$ cat config.mk
export PLATFORM = sky130hd
export DESIGN_NAME = row_store_controller
export DESIGN_NICKNAME = d
export VERILOG_FILES = /design/src/rtl/row_store_controller.sv
export SDC_FILE = /design/constraint.sdc
export NUM_CORES = 2
export LEC_CHECK = 0
export ABC_AREA = 1
export CAP_MARGIN = 20
export CORE_AREA = 3 3 533 535
export DETAILED_ROUTE_END_ITERATION = 7
export DIE_AREA = 0 0 536 538
export GPL_ROUTABILITY_DRIVEN = 0
export HOLD_SLACK_MARGIN = 0.15
export REMOVE_ABC_BUFFERS = 1
export SYNTH_ARGS = -nofsm -noshare
export SYNTH_HDL_FRONTEND = slang
export SYNTH_SLANG_ARGS = --single-unit
$ cat constraint.sdc
create_clock -name clkDiv -period 53.1 [get_ports clkDiv]
set_clock_uncertainty 0.05 [all_clocks]
set_input_delay 7.965 -clock clkDiv [delete_from_list [all_inputs] [get_ports clkDiv]]
set_output_delay 7.965 -clock clkDiv [all_outputs]
set_load 0.005 [all_outputs]
$ cat src/rtl/row_store_controller.sv
// Row store controller: once per scan line, writes the row calculator's finished
// row into 16-bit board RAM word by word. It then reads the next row back and
// presents it as one wide register, together with a one-cycle `reading` strobe.
module row_store_controller #(
    parameter int ROW_BITS  = 640,
    parameter int WORD_BITS = 16,
    parameter int ROWS      = 480,
    parameter int ADDR_BITS = 15,
    parameter int IDX_BITS  = 9
) (
    input  logic                 clkDiv,
    input  logic                 rst,
    input  logic                 lineStart,
    input  logic                 writeBack,
    input  logic [IDX_BITS-1:0]  writeRowIndex,
    input  logic [IDX_BITS-1:0]  readRowIndex,
    input  logic [ROW_BITS-1:0]  writeRow,
    output logic [ROW_BITS-1:0]  readRow,
    output logic                 reading,
    output logic                 busy,
    output logic                 overrun,
    output logic [ADDR_BITS-1:0] memAddr,
    output logic                 memWrite,
    output logic                 memRead,
    output logic [WORD_BITS-1:0] memWriteData,
    input  logic [WORD_BITS-1:0] memReadData
);

    localparam int WORDS    = ROW_BITS / WORD_BITS;
    localparam int CNT_BITS = $clog2(WORDS);

    localparam logic [CNT_BITS-1:0]  LAST_WORD = CNT_BITS'(WORDS - 1);
    localparam logic [ADDR_BITS-1:0] WORDS_A   = ADDR_BITS'(WORDS);
    localparam logic [IDX_BITS-1:0]  ROWS_I    = IDX_BITS'(ROWS);

    typedef enum logic [2:0] {
        IDLE,
        WRITE,
        READ,
        FILL,
        DONE
    } state_t;

    state_t                state;
    state_t                next_state;
    logic [CNT_BITS-1:0]   word;
    logic                  write_back;
    logic [IDX_BITS-1:0]   write_idx;
    logic [IDX_BITS-1:0]   read_idx;
    logic [ROW_BITS-1:0]   snapshot;
    logic [ROW_BITS-1:0]   shadow;
    logic                  accept;
    logic                  last_word;
    logic                  write_ok;
    logic                  read_ok;
    logic                  capture;
    logic [WORD_BITS-1:0]  capture_word;

    assign accept    = (state == IDLE) && lineStart;
    assign last_word = (word == LAST_WORD);
    // Rows outside the board still take their full slot, but never touch the RAM.
    assign write_ok  = (write_idx < ROWS_I);
    assign read_ok   = (read_idx < ROWS_I);

    // Read data lags its address by one cycle: word k lands during READ word k+1,
    // and the last word lands in FILL. A dead row reads back as zeros.
    assign capture      = ((state == READ) && (word != '0)) || (state == FILL);
    assign capture_word = read_ok ? memReadData : '0;

    // State register.
    always_ff @(posedge clkDiv or posedge rst) begin
        if (rst) begin
            state <= IDLE;
        end else begin
            state <= next_state;
        end
    end

    // Next-state logic and RAM-side outputs, decoded from the current state.
    always_comb begin
        // NOTE: every output gets a default before the case, so no path leaves one unassigned and no latch is inferred.
        next_state   = state;
        busy         = 1'b1;
        memWrite     = 1'b0;
        memRead      = 1'b0;
        memAddr      = '0;
        memWriteData = '0;
        unique case (state)
            IDLE: begin
                busy = 1'b0;
                if (lineStart) begin
                    next_state = writeBack ? WRITE : READ;
                end
            end
            WRITE: begin
                memWrite     = write_ok;
                memAddr      = ADDR_BITS'(write_idx) * WORDS_A + ADDR_BITS'(word);
                memWriteData = snapshot[WORD_BITS-1:0];
                if (last_word) begin
                    next_state = READ;
                end
            end
            READ: begin
                memRead = read_ok;
                memAddr = ADDR_BITS'(read_idx) * WORDS_A + ADDR_BITS'(word);
                if (last_word) begin
                    next_state = FILL;
                end
            end
            FILL:    next_state = DONE;
            DONE:    next_state = IDLE;
            default: next_state = IDLE;
        endcase
    end

    // Control registers: word counter, latched request, result row, strobe, sticky overrun.
    always_ff @(posedge clkDiv or posedge rst) begin
        if (rst) begin
            word       <= '0;
            write_back <= 1'b0;
            write_idx  <= '0;
            read_idx   <= '0;
            readRow    <= '0;
            reading    <= 1'b0;
            overrun    <= 1'b0;
        end else begin
            // NOTE: state registers use non-blocking assignments so every flop samples pre-edge values.
            if ((state == WRITE) || (state == READ)) begin
                word <= last_word ? '0 : word + 1'b1;
            end else begin
                word <= '0;
            end

            if (accept) begin
                write_back <= writeBack;
                write_idx  <= writeRowIndex;
                read_idx   <= readRowIndex;
            end

            // readRow and the strobe change on the same edge, so the row is already valid while reading is high.
            reading <= (state == FILL);
            if (state == FILL) begin
                readRow <= {capture_word, shadow[ROW_BITS-1:WORD_BITS]};
            end

            if (lineStart && (state != IDLE)) begin
                overrun <= 1'b1;
            end
        end
    end

    // Row data paths: outgoing snapshot shifts down one word per write, incoming words shift in from the top.
    always_ff @(posedge clkDiv) begin
        // NOTE: these wide data registers have no reset; every bit is overwritten before it is ever observed.
        if (accept) begin
            snapshot <= writeRow;
        end else if (state == WRITE) begin
            snapshot <= snapshot >> WORD_BITS;
        end

        if (capture) begin
            shadow <= {capture_word, shadow[ROW_BITS-1:WORD_BITS]};
        end
    end

endmodule

Word level (Yosys, flattened, before mapping)
Cells that the tools add are included.

Bits of input ports: 678. Word-level logic and storage cells: 48. Bits in registers: 1949. Output and inout port bits: 676.

Reductions and logical operators: 10. $add $sub $neg: 3. Equal/unequal tests: 7. $mul: 2. Order comparisons: 2. Muxes and demuxes: 15.

Operator list (number): $mux 640 (2); $mux 16 (2); $add 15x6->15 (2); $pmux 15 s2 (1); $mul 9x3->12 const B (2); $lt 9x9->1 const B (2); $mux 6 (2); $pmux 3 s4 (1); $mux 3 (3); $add 6x1->6 const B (1); $eq 3x2->1 const B (2); $eq 6x6->1 const B (1); $ne 2x2->1 const B (3); $reduce_bool 6->1 (1); $eq 3x1->1 const B (1); $logic_and 1x1->1 (3); $logic_not 3->1 (1); $mux 1 (3); $reduce_and 3->1 (1); $reduce_bool 3->1 (1); $logic_or 1x1->1 (2); $mux 2 (1); $reduce_bool 2->1 (1).

Depth between registers and ports, before layout
Word-level depth: 3. Gate-level depth with buffers: 18. Mapped depth without buffers: 18.

Least setup slack after synthesis
OpenSTA, ideal clock, no wires.

Path kind: input to register. From: input lineStart. To: register snapshot[0], enable pin. Arrival: 18.929 ns. Stages on the path: 6. Library setup time: 4.551 ns. Setup slack: 29.570 ns. Path buffers: 4. Data required time: 48.499 ns. Cell sequence: nand3_2 buf_4 buf_6 buf_6 buf_2 nand2_1.

Longest elaborated chain between the ends: 2.

RTL lines: start: declaration (line 13) `input logic lineStart,`; $logic_and 1x1->1 (line 59) `assign accept = (state == IDLE) && lineStart;`; $reduce_bool 2->1 (no source line); end signal: assignment (line 156) `snapshot <= writeRow;`; end signal: assignment (line 158) `snapshot <= snapshot >> WORD_BITS;`; end: declaration (line 50) `logic [ROW_BITS-1:0] snapshot;`.

Every way passes these cells. A chain may end at the register's enable or synchronous reset.

Worst setup path after layout
From: input lineStart. To: register snapshot[354], data pin.

Longest elaborated chain between the ends: 2.

RTL lines: $logic_and 1x1->1 (line 59); $mux 640 (line 155) `if (accept) begin`.

Every way passes these cells.

==> results.cfg <==
[run_status]
outcome = completed

[global_routing]
grt_max_degree = 190
met2_usage_pct = 22.2
first_global_vias = 44500
grt_overflow = 0
use_met1_pct = 16.7
track_usage_pct = 13.7
grt_util_met3_pct = 5.21
grt_pass1_wl_um = 299000
antenna_found_initial = 39
gr-max-usage-layer = met2

[finish]
multi_input_area_um2 = 16400
syn_to_final_growth_pct = 33.8
fillers = 27000
layout.nets = 7197
seqCellArea_um2 = 54700
drive_above_1_share_pct = 12.5
fin_area_um2 = 97200

[flow_run]
cap_violations = 0

[logic_synthesis]
synth_xor_xnor_area_share_pct = 0.0603
synth.distinct_cells = 39
synthAdderAreaFrac_pct = 0.651
async_flop_share_pct = 34.6
synth.most_common_cell = nand2_1
syn_inst = 5086
yosys_most_used_dff = edfxtp_1
synth_common_cells = nand2_1 (1997), edfxtp_1 (1264), dfrtp_1 (669)
synth_enable_flop_cells = 1264
synth_top_family_by_area = simple AND/OR/NAND/NOR gates
synthSimpleGateAreaFrac_pct = 11.1
avgSynthCellArea_um2 = 14.3
synth_top_area_cell = edfxtp_1
ys_seq_elements = 1933
synth_area_um2 = 72600
synth_mux_area_share_pct = 10.4
synth_warnings = 0
ys_top_cells_by_area = edfxtp_1 (52%), dfrtp_1 (23%), nand2_1 (10%), mux2_2 (5.8%), mux2_1 (2.8%)
synthDominantCellAreaShare_pct = 52.3
synth-compound-area-share_pct = 0.260
yosysSeqAreaShare_pct = 75.3

[sta]
slew_viol_final = 0
setup_total_negative_slack_ns = 0
clock.fmax_mhz = 74.4
rsz0062_at_grt = false
hold_viol = 0
min_period_ns = 13.44
worst_pin_slew_ns = 1.10
slew_headroom_pct = 26.9
worst_slack_ns = 39.66
finalSetupViolCount = 0
fin_crit_sh_pct = 25.3
hold_ws_ns = 0.359

[power_and_ir_drop]
share_comb_of_total_power_pct = 30.9
p_switching_mw = 2.09
internal-power_mw = 4.48
powerDensity_nw_per_um2 = 67.6
ir_worst_vdd_uv = 56.2
seqPwrFrac_pct = 46.5
clkPwrFrac_pct = 22.7
p_leak_nw = 38.9
p_sw_share_pct = 31.8

[die]
initial_utilization_pct = 26.0
ios = 1354
rows = 194
core-area_um2 = 279000
die_x_um = 536
dieHeight_um = 538
die-area_um2 = 288000

[clock_network]
clock_path_buffers = 4
cts_setup_buffers = 0
hold_buffers = 0
clk_latency_ns = 0.87
tritoncts = built
path_clk_slew_ns = 0.06
clock_sinks = 1933
cts_made_buffers = 211
cts_resized = 0
htree_levels = 4
cts-root-buf = clkbuf_16

[critical_path]
slowest_stage = buf_4
crit_type = in -> reg
crit_required_ns = 53.63
reg2reg_setup_slack_ns = 45.93
crit_chain = clkdlybuf4s50_1 -> nand3_4 -> buf_4 -> buf_4 -> buf_4 -> buf_4 -> buf_12 -> buf_4 -> mux2_2
reg2regPathDepth = 9
cp_num_buf_inv = 7
path_delay_family = buffers and inverters
cp_max_fo = 166
cp.arrival_ns = 13.96
critical_path.startpoint_type = input pin
crit_cells = 9
critPathMaxStageDelay_ns = 0.95
rr_endpoint = shadow[545]
r2r-start = state[1]
path_common_cell = buf_4
worstSetupEndpointType = flip-flop

[route]
post_drt_via_cell_ratio = 4.19
drt_iter0_drc = 3075
routed_wl_um = 208000
drtPass1Iterations = 8
avgRoutedWirePerCell_um = 20.0
drc = 0
ant_nets = 0
via_count = 43500

[hold_path]
hp-start = shadow[239]
holdCritPathClass = reg -> reg
hold-path-cell-count = 2
min_to = readRow[223]

[placed_design]
post-place-ws_ns = 38.89
portBuffers = 1353
place_area_um2 = 90000
dp.final_hpwl_um = 146000
-- worst reg2reg max path, stage by stage, from the launching register on --
cell and delay (ns):
dfrtp_1 0.52, nand3_4 0.52, buf_12 0.49, nand2_4 0.96
buf_4 0.71, buf_4 0.73, buf_4 0.90, buf_4 1.01
buf_4 0.63, buf_16 0.31
-- cell usage in the layout, fill, tap and decap left out, types with 5 or more instances in the layout --
cell	n
nor2_1	84
clkinv_2	28
inv_1	83
clkinvlp_4	6
buf_12	5
mux2_2	372
bufinv_16	18
clkbuf_16	214
clkinv_4	5
dfrtp_1	669
nand2_1	1995
ha_1	33
mux2_4	90
clkbuf_8	28
clkbuf_1	66
a21oi_1	15
clkinv_1	16
mux2_1	178
o21ai_0	9
clkdlybuf4s50_1	1353
diode_2	9
edfxtp_1	1264
buf_4	43
nand3_1	36
-- through the flow --
step                      total power [mW]  util [%]  cells
final                                 6.57      34.8  10400
after global routing                  6.97      34.8  10400
after detailed placement              5.13      32.2   9991
after global placement                5.06      32.2   9991
after floorplan                       4.70         -   4866
after CTS                             6.67      34.8  10400
-- layer usage --
metal / wire, um / vias up / part of all wire, %
met4: 7680 / 24 / 3.7
met5: 160 / - / 0.077
met1: 83000 / 21700 / 40
met3: 19500 / 327 / 9.4
li1: - / 20100 / -
met2: 97300 / 1376 / 47
-- worst max path at each step --
stage,start,end,slack (ns)
floorplan,lineStart,snapshot[0],4.22
global placement,lineStart,snapshot[354],38.95
detailed placement,lineStart,snapshot[482],38.89
CTS,lineStart,snapshot[354],39.84
global route,lineStart,snapshot[354],39.48
finish,lineStart,snapshot[354],39.66
-- cell type report --
class	instances	share of cell area (%)
inverter	88	0.355
timing repair buffer	1404	14.5
clock buffer	308	6.16
multi-input combinational	2845	16.8
clock inverter	84	1.09
antenna	9	0.0232
sequential	1933	56.3
tap	3724	4.79
-- cell families (layout without fill, tap and decap cells) --
family | Yosys count | count (layout)
multiplexers | 640 | 640
AND/OR/NAND/NOR | 2130 | 2130
buffers and inverters | 308 | 1884
other | 0 | 9
AO/OA/AOI/OAI | 34 | 34
XOR/XNOR | 5 | 5
adder cells (fa/ha/maj) | 36 | 36
flip-flops | 1933 | 1933
-- state kept, by name (all words and copies together) (netlist names) --
register and count:
overrun 1, readRow 640, read_idx 9, reading 1, shadow 624, snapshot 640, state 3, word 6
write_idx 9
-- power groups by stage --
stage	sequential, mW	combinational, mW	clock (mW)
after floorplan	3.36	1.35	0
after global placement	3.06	2.00	0
after detailed placement	3.09	2.04	0
after CTS	3.07	2.06	1.54
after global routing	3.14	2.23	1.59
final	3.05	2.03	1.49
Note: power is estimated with default switching activity, not from simulation.
